<file path="src/rtl/exu_wb_arbiter.sv">
// EXU writeback arbiter: one holding buffer per result producer, drained round-robin
// onto the single registered register-file write port; also answers decode hazard queries.

module exu_wb_hold_buf #(
  parameter int XLEN = 32,
  parameter int AW   = 5
) (
  input  logic            clk,
  input  logic            rst,
  input  logic            accept,
  input  logic            grant,
  input  logic [XLEN-1:0] in_data,
  input  logic [AW-1:0]   in_rd,
  input  logic [AW-1:0]   q_rs1,
  input  logic [AW-1:0]   q_rs2,
  output logic            valid,
  output logic [XLEN-1:0] data,
  output logic [AW-1:0]   rd,
  output logic            hit1,
  output logic            hit2
);
  always_ff @(posedge clk) begin
    if (rst) begin
      valid <= 1'b0;
      data  <= '0;
      rd    <= '0;
    end else if (accept) begin
      // a refill on the drain cycle wins: the old entry is already on its way out
      valid <= 1'b1;
      data  <= in_data;
      rd    <= in_rd;
    end else if (grant) begin
      valid <= 1'b0;
    end
  end

  assign hit1 = valid && (rd == q_rs1) && (q_rs1 != '0);
  assign hit2 = valid && (rd == q_rs2) && (q_rs2 != '0);
endmodule

module exu_wb_arbiter #(
  parameter int XLEN                = 32,
  parameter int REG_FILE_ADDR_WIDTH = 5
) (
  input  logic                             clk,
  input  logic                             rst,
  input  logic [3:0]                       req_valid,
  output logic [3:0]                       req_ready,
  input  logic [4*XLEN-1:0]                req_data,
  input  logic [4*REG_FILE_ADDR_WIDTH-1:0] req_rd_addr,
  output logic [XLEN-1:0]                  exu_wb_data,
  output logic [REG_FILE_ADDR_WIDTH-1:0]   exu_wb_rd_addr,
  output logic                             exu_wb_rd_wr_en,
  output logic [1:0]                       wb_src_id,
  input  logic [REG_FILE_ADDR_WIDTH-1:0]   q_rs1_addr,
  input  logic [REG_FILE_ADDR_WIDTH-1:0]   q_rs2_addr,
  output logic                             q_rs1_pending,
  output logic                             q_rs2_pending,
  output logic                             arb_busy
);
  localparam int NUM_LANES = 4;
  localparam int AW        = REG_FILE_ADDR_WIDTH;

  logic [NUM_LANES-1:0]           buf_valid;
  logic [NUM_LANES-1:0][XLEN-1:0] buf_data;
  logic [NUM_LANES-1:0][AW-1:0]   buf_rd;
  logic [NUM_LANES-1:0]           hit1, hit2;
  logic [NUM_LANES-1:0]           grant, accept;
  logic [1:0]                     ptr, grant_idx, idx;
  logic                           grant_any;

  // round-robin search starting at ptr; 2-bit index arithmetic gives the 3->0 wrap
  always_comb begin
    grant_any = 1'b0;
    grant_idx = ptr;
    idx       = ptr;
    for (int k = 0; k < NUM_LANES; k++) begin
      idx = ptr + 2'(k);
      if (!grant_any && buf_valid[idx]) begin
        grant_any = 1'b1;
        grant_idx = idx;
      end
    end
    for (int i = 0; i < NUM_LANES; i++)
      grant[i] = grant_any && (grant_idx == 2'(i));
  end

  assign req_ready = ~buf_valid | grant | {NUM_LANES{rst}};
  assign accept    = req_valid & req_ready & {NUM_LANES{~rst}};

  for (genvar i = 0; i < NUM_LANES; i++) begin : g_lane
    exu_wb_hold_buf #(.XLEN(XLEN), .AW(AW)) u_buf (
      .clk     (clk),
      .rst     (rst),
      .accept  (accept[i]),
      .grant   (grant[i]),
      .in_data (req_data[i*XLEN +: XLEN]),
      .in_rd   (req_rd_addr[i*AW +: AW]),
      .q_rs1   (q_rs1_addr),
      .q_rs2   (q_rs2_addr),
      .valid   (buf_valid[i]),
      .data    (buf_data[i]),
      .rd      (buf_rd[i]),
      .hit1    (hit1[i]),
      .hit2    (hit2[i])
    );
  end

  always_ff @(posedge clk) begin
    if (rst) begin
      ptr             <= '0;
      exu_wb_data     <= '0;
      exu_wb_rd_addr  <= '0;
      wb_src_id       <= '0;
      exu_wb_rd_wr_en <= 1'b0;
    end else if (grant_any) begin
      ptr             <= grant_idx + 2'd1;
      exu_wb_data     <= buf_data[grant_idx];
      exu_wb_rd_addr  <= buf_rd[grant_idx];
      wb_src_id       <= grant_idx;
      // x0 results still use the slot but must not strobe the register file
      exu_wb_rd_wr_en <= (buf_rd[grant_idx] != '0);
    end else begin
      exu_wb_rd_wr_en <= 1'b0;
    end
  end

  // the writeback register is not searched: WB forwarding covers it
  assign q_rs1_pending = |hit1;
  assign q_rs2_pending = |hit2;
  assign arb_busy      = |buf_valid;
endmodule
</file>
<file path="config.mk">
export PLATFORM = sky130hd
export DESIGN_NAME = exu_wb_arbiter
export DESIGN_NICKNAME = d
export VERILOG_FILES = /design/src/rtl/exu_wb_arbiter.sv
export SDC_FILE = /design/constraint.sdc
export NUM_CORES = 1
export LEC_CHECK = 0
export ABC_AREA = 0
export ABC_CLOCK_PERIOD_IN_PS = 1900
export BUFFER_PORTS_ARGS = -buffer_cell sky130_fd_sc_hd__buf_2
export CORE_MARGIN = 4
export CORE_UTILIZATION = 42
export DETAILED_ROUTE_END_ITERATION = 7
export PLACE_DENSITY = 0.67
export SLEW_MARGIN = 10
export SYNTH_ARGS = -nofsm -noshare
export SYNTH_HDL_FRONTEND = slang
export SYNTH_SLANG_ARGS = --single-unit
</file>
<file path="constraint.sdc">
create_clock -name clk -period 1.9 [get_ports clk]
set_input_delay 0.285 -clock clk [delete_from_list [all_inputs] [get_ports clk]]
set_output_delay 0.285 -clock clk [all_outputs]
set_load 0.05 [all_outputs]
</file>
==> Implementation_results.wiki <==
{| class="wikitable"
! Metric !! Value
|-
| Power density normalized to cell area || 1015 nW/um2
|-
| Arrival time of data at the critical path endpoint || 2.03 ns
|-
| Syn Nets || 1032
|-
| Via count of the first global-routing pass || 7503
|-
| Pin count of the biggest net entering global routing || 64
|-
| Die width || 155.7 um
|-
| Total setup violations reported at the end of the flow || 194
|-
| Largest area contributor in the netlist || sky130_fd_sc_hd__dfxtp_1
|-
| Maximum clock insertion buffer count || 2
|-
| Smallest setup slack after layout || -0.4160 ns
|-
| Number of buffers added on ports || 210
|-
| Non-Filler Cell Area, Final || 12230 um2
|-
| Share of synthesized flip-flops with an asynchronous set or reset || 0%
|-
| Max-slew violation count || 0
|-
| Combined area of the multi-input logic cells || 5137 um2
|-
| Leading cell types by count after synthesis || sky130_fd_sc_hd__dfxtp_1 (194), sky130_fd_sc_hd__nor2b_1 (114), sky130_fd_sc_hd__a21oi_1 (78), sky130_fd_sc_hd__nand2_1 (78), sky130_fd_sc_hd__mux2_4 (60)
|-
| Number of synthesis warnings || 0
|-
| Fillers || 1805
|-
| Max H-tree Level || 4
|-
| Finished Layout Cells || 1389
|-
| Number of enable flip-flop cells after synthesis || 0
|-
| Prevailing post-synth register cell || sky130_fd_sc_hd__dfxtp_1
|-
| Number of synthesized register bits || 194
|-
| Hold Buf Count CTS || 0
|-
| Synth top area share || 42.39%
|-
| Later-pin clock latency in the skew report || 0.44 ns
|-
| Post-synthesis to final-layout area growth || 33.47%
|-
| Final nets || 1262
|-
| Post-route antenna net violation count || 0
|-
| First-pass DRT Iterations || 4
|-
| Worst min path class || in2reg
|-
| Area enclosed by the die boundary || 24240 um2
|-
| Global routing usage summed across all routing layers || 22.77%
|-
| Starting density of the core || 43.18%
|-
| Unrepaired setup endpoints after global routing || yes
|-
| Sequential cell area || 3916 um2
|-
| Endpoint required time on the critical path || 1.62 ns
|-
| Fin crit share || 121.9%
|-
| Worst setup SP type || flop
|-
| Global-route wire length before repair || 42.57 mm
|-
| Max IR drop VDD || 0.0006699 V
|-
| Maxcap violations || 0
|-
| Number of instances in the synthesized netlist || 868
|-
| Core Box Area || 21220 um2
|-
| Unique masters post-synth || 42
|-
| Number of top-level design ports || 211
|-
| Routing layer with the top usage in global route || met2
|-
| Violations in the final reports || negative setup slack
|-
| Sink Count || 194
|-
| Achievable Freq || 431.8 MHz
|-
| Weighted congestion at the end of routability-driven global placement || 0.9176
|-
| CTS Buf Count || 17
|-
| Cell with the most instances after synthesis || sky130_fd_sc_hd__dfxtp_1
|-
| Crit path time final || 2.316 ns
|-
| Post-placement worst setup slack || -0.2038 ns
|-
| Classification of the worst setup path || reg2out
|-
| Number of hold violations in the final report || 0
|-
| TritonCTS clock tree || built
|-
| Fraction of layout instances using a drive strength above 1 || 49.95%
|-
| Total wirelength of the detailed-routed design || 27.95 mm
|-
| Height of the chip || 155.7 um
|-
| Count of vias placed by the detailed router || 7297
|-
| Area after detailed placement || 10670 um2
|-
| Global Route met1 Usage || 29.60%
|-
| Mean cell area of the mapped netlist || 10.56 um2
|-
| Syn Std Cell Area || 9163 um2
|-
| DRC violation total after the first TritonRoute iteration || 451
|-
| Worst hold slack || 0.06575 ns
|-
| Clk root buf || sky130_fd_sc_hd__clkbuf_16
|-
| Reported leakage power || 5.366 nW
|-
| Element type at the critical path end || primary output
|-
| Met2 Track Usage GR || 37.81%
|-
| DPL Wire Length || 18.21 mm
|-
| Final clock skew || 0.01205 ns
|-
| Placement row count || 53
|-
| Met3 track demand over resource in global routing || 4.771%
|-
| Vias per std cell || 5.253
|-
| Slew at the pin with the worst max-slew slack || 0.6351 ns
|-
| Maximum fanout count along the critical path || 6
|-
| Sum of negative setup slack || -46.93 ns
|-
| Per-cell routed wire length || 20.12 um
|-
| Drt drc || 0
|-
| CTS clock-pin slew for the worst setup and hold paths || 0.08 ns
|-
| Sequential area share after synthesis || 42.39%
|-
| Global-route congestion overflow total || 0
|-
| Cells taking the most area after synthesis || sky130_fd_sc_hd__dfxtp_1 (42%), sky130_fd_sc_hd__mux2_4 (9.8%), sky130_fd_sc_hd__mux4_2 (9.1%)
|-
| Worst-case headroom to the max-slew limit || 57.66%
|-
| Placed Cells incl. Taps || 1323
|-
| Result of the run || finished, violations left
|-
| Number of antenna violations at the first check in global routing || 4
|}
-- logic make-up (layout without fill, tap and decap cells) --
kind of cell | count (synthesis) | count (layout) | synth area share, %
AOI/OAI and AO/OA | 133 | 133 | 7.893
xor gates and xnor gates | 40 | 40 | 3.824
buffers and inverters | 86 | 329 | 5.271
DFF | 194 | 194 | 42.39
muxes | 148 | 148 | 25.19
other | 0 | 3 | 0
and+or+nand+nor | 267 | 267 | 15.43
-- final timing paths --
path         slack [ns]  depth (start not counted)                                from                                    end
max reg2reg       -0.38                         11  g_lane[3].u_buf.valid$_SDFFE_PP0P_   g_lane[3].u_buf.data[7]$_SDFFE_PP0P_
min reg2reg        0.45                          2      exu_wb_rd_addr[2]$_SDFFE_PP0P_         exu_wb_rd_addr[2]$_SDFFE_PP0P_
min                0.07                          2                        req_data[47]  g_lane[1].u_buf.data[15]$_SDFFE_PP0P_
max               -0.42                          7  g_lane[3].u_buf.valid$_SDFFE_PP0P_                           req_ready[3]
-- cell usage in the layout (no fill, tap or decap), types with 3 or more instances in the layout --
cell type,instances
sky130_fd_sc_hd__xor2_1,30
sky130_fd_sc_hd__nand2_1,72
sky130_fd_sc_hd__buf_6,11
sky130_fd_sc_hd__nor2_1,5
sky130_fd_sc_hd__a21oi_1,59
sky130_fd_sc_hd__clkbuf_16,17
sky130_fd_sc_hd__dfxtp_1,180
sky130_fd_sc_hd__or2_4,3
sky130_fd_sc_hd__nand2_2,6
sky130_fd_sc_hd__inv_1,6
sky130_fd_sc_hd__buf_16,9
sky130_fd_sc_hd__clkinv_4,5
sky130_fd_sc_hd__o21ai_0,25
sky130_fd_sc_hd__diode_2,3
sky130_fd_sc_hd__a21oi_2,19
sky130_fd_sc_hd__bufbuf_16,3
sky130_fd_sc_hd__mux2_4,61
sky130_fd_sc_hd__buf_4,41
sky130_fd_sc_hd__nor4_1,5
sky130_fd_sc_hd__nand3_2,20
sky130_fd_sc_hd__mux4_2,37
sky130_fd_sc_hd__a211oi_1,3
sky130_fd_sc_hd__dfxtp_4,6
sky130_fd_sc_hd__inv_6,3
sky130_fd_sc_hd__clkinvlp_4,3
sky130_fd_sc_hd__dfxtp_2,8
sky130_fd_sc_hd__nand3b_1,3
sky130_fd_sc_hd__xnor2_1,8
sky130_fd_sc_hd__nor2b_1,112
sky130_fd_sc_hd__nor4_2,4
sky130_fd_sc_hd__nand3_4,3
sky130_fd_sc_hd__nand3_1,23
sky130_fd_sc_hd__o21ai_1,15
sky130_fd_sc_hd__mux2_2,50
sky130_fd_sc_hd__buf_12,19
sky130_fd_sc_hd__buf_2,203
sky130_fd_sc_hd__buf_8,3
-- power breakdown --
part           internal (mW)  switching [mW]
Combinational           2.04            2.05
Clock                   1.85            1.70
Sequential              4.52           0.263
-- routing by layer --
layer | wire length [um] | vias up
li1 | - | 3472
met1 | 11750 | 3544
met2 | 13960 | 235
met3 | 1583 | 42
met4 | 626 | 4
met5 | 27 | -
-- cell type report --
cell class,instances,area share (%)
timing repair buffer,289,18.14
inverter,8,0.2455
antenna,3,0.06139
clock inverter,15,1.228
sequential,194,32.02
multi-input combinational,588,42.01
tap,275,2.814
clock buffer,17,3.479
-- metrics by stage --
step | power (mW) | util (%)
2_1_floorplan | 7.321 | -
3_3_place_gp | 8.285 | 50.27
3_5_place_dp | 8.337 | 50.27
4_1_cts | 12.40 | 56.63
5_1_grt | 12.96 | 57.62
6_report | 12.42 | 57.63
-- flip-flops by register name, indices dropped and copies added, names as in the netlist --
| name | flops |
|---|---|
| g_lane.u_buf.data | 128 |
| exu_wb_data | 32 |
| g_lane.u_buf.rd | 20 |
| exu_wb_rd_addr | 5 |
| g_lane.u_buf.valid | 4 |
| ptr | 2 |
| wb_src_id | 2 |
| exu_wb_rd_wr_en | 1 |
-- worst max-delay path, stage by stage (launching register included) --
cell                       delay (ns)
sky130_fd_sc_hd__dfxtp_4         0.37
sky130_fd_sc_hd__or2_4           0.23
sky130_fd_sc_hd__a21o_1          0.18
sky130_fd_sc_hd__and3_4          0.20
sky130_fd_sc_hd__buf_6           0.12
sky130_fd_sc_hd__a211oi_4        0.25
sky130_fd_sc_hd__inv_2           0.08
sky130_fd_sc_hd__buf_8           0.16
-- what timing repair did --
item,in CTS,in global routing
resized for setup,82,64
gates cloned,13,0
setup endpoints to repair,192,194
pin swaps,22,25
setup buffers,21,6
(Power assumes the default switching activity.)
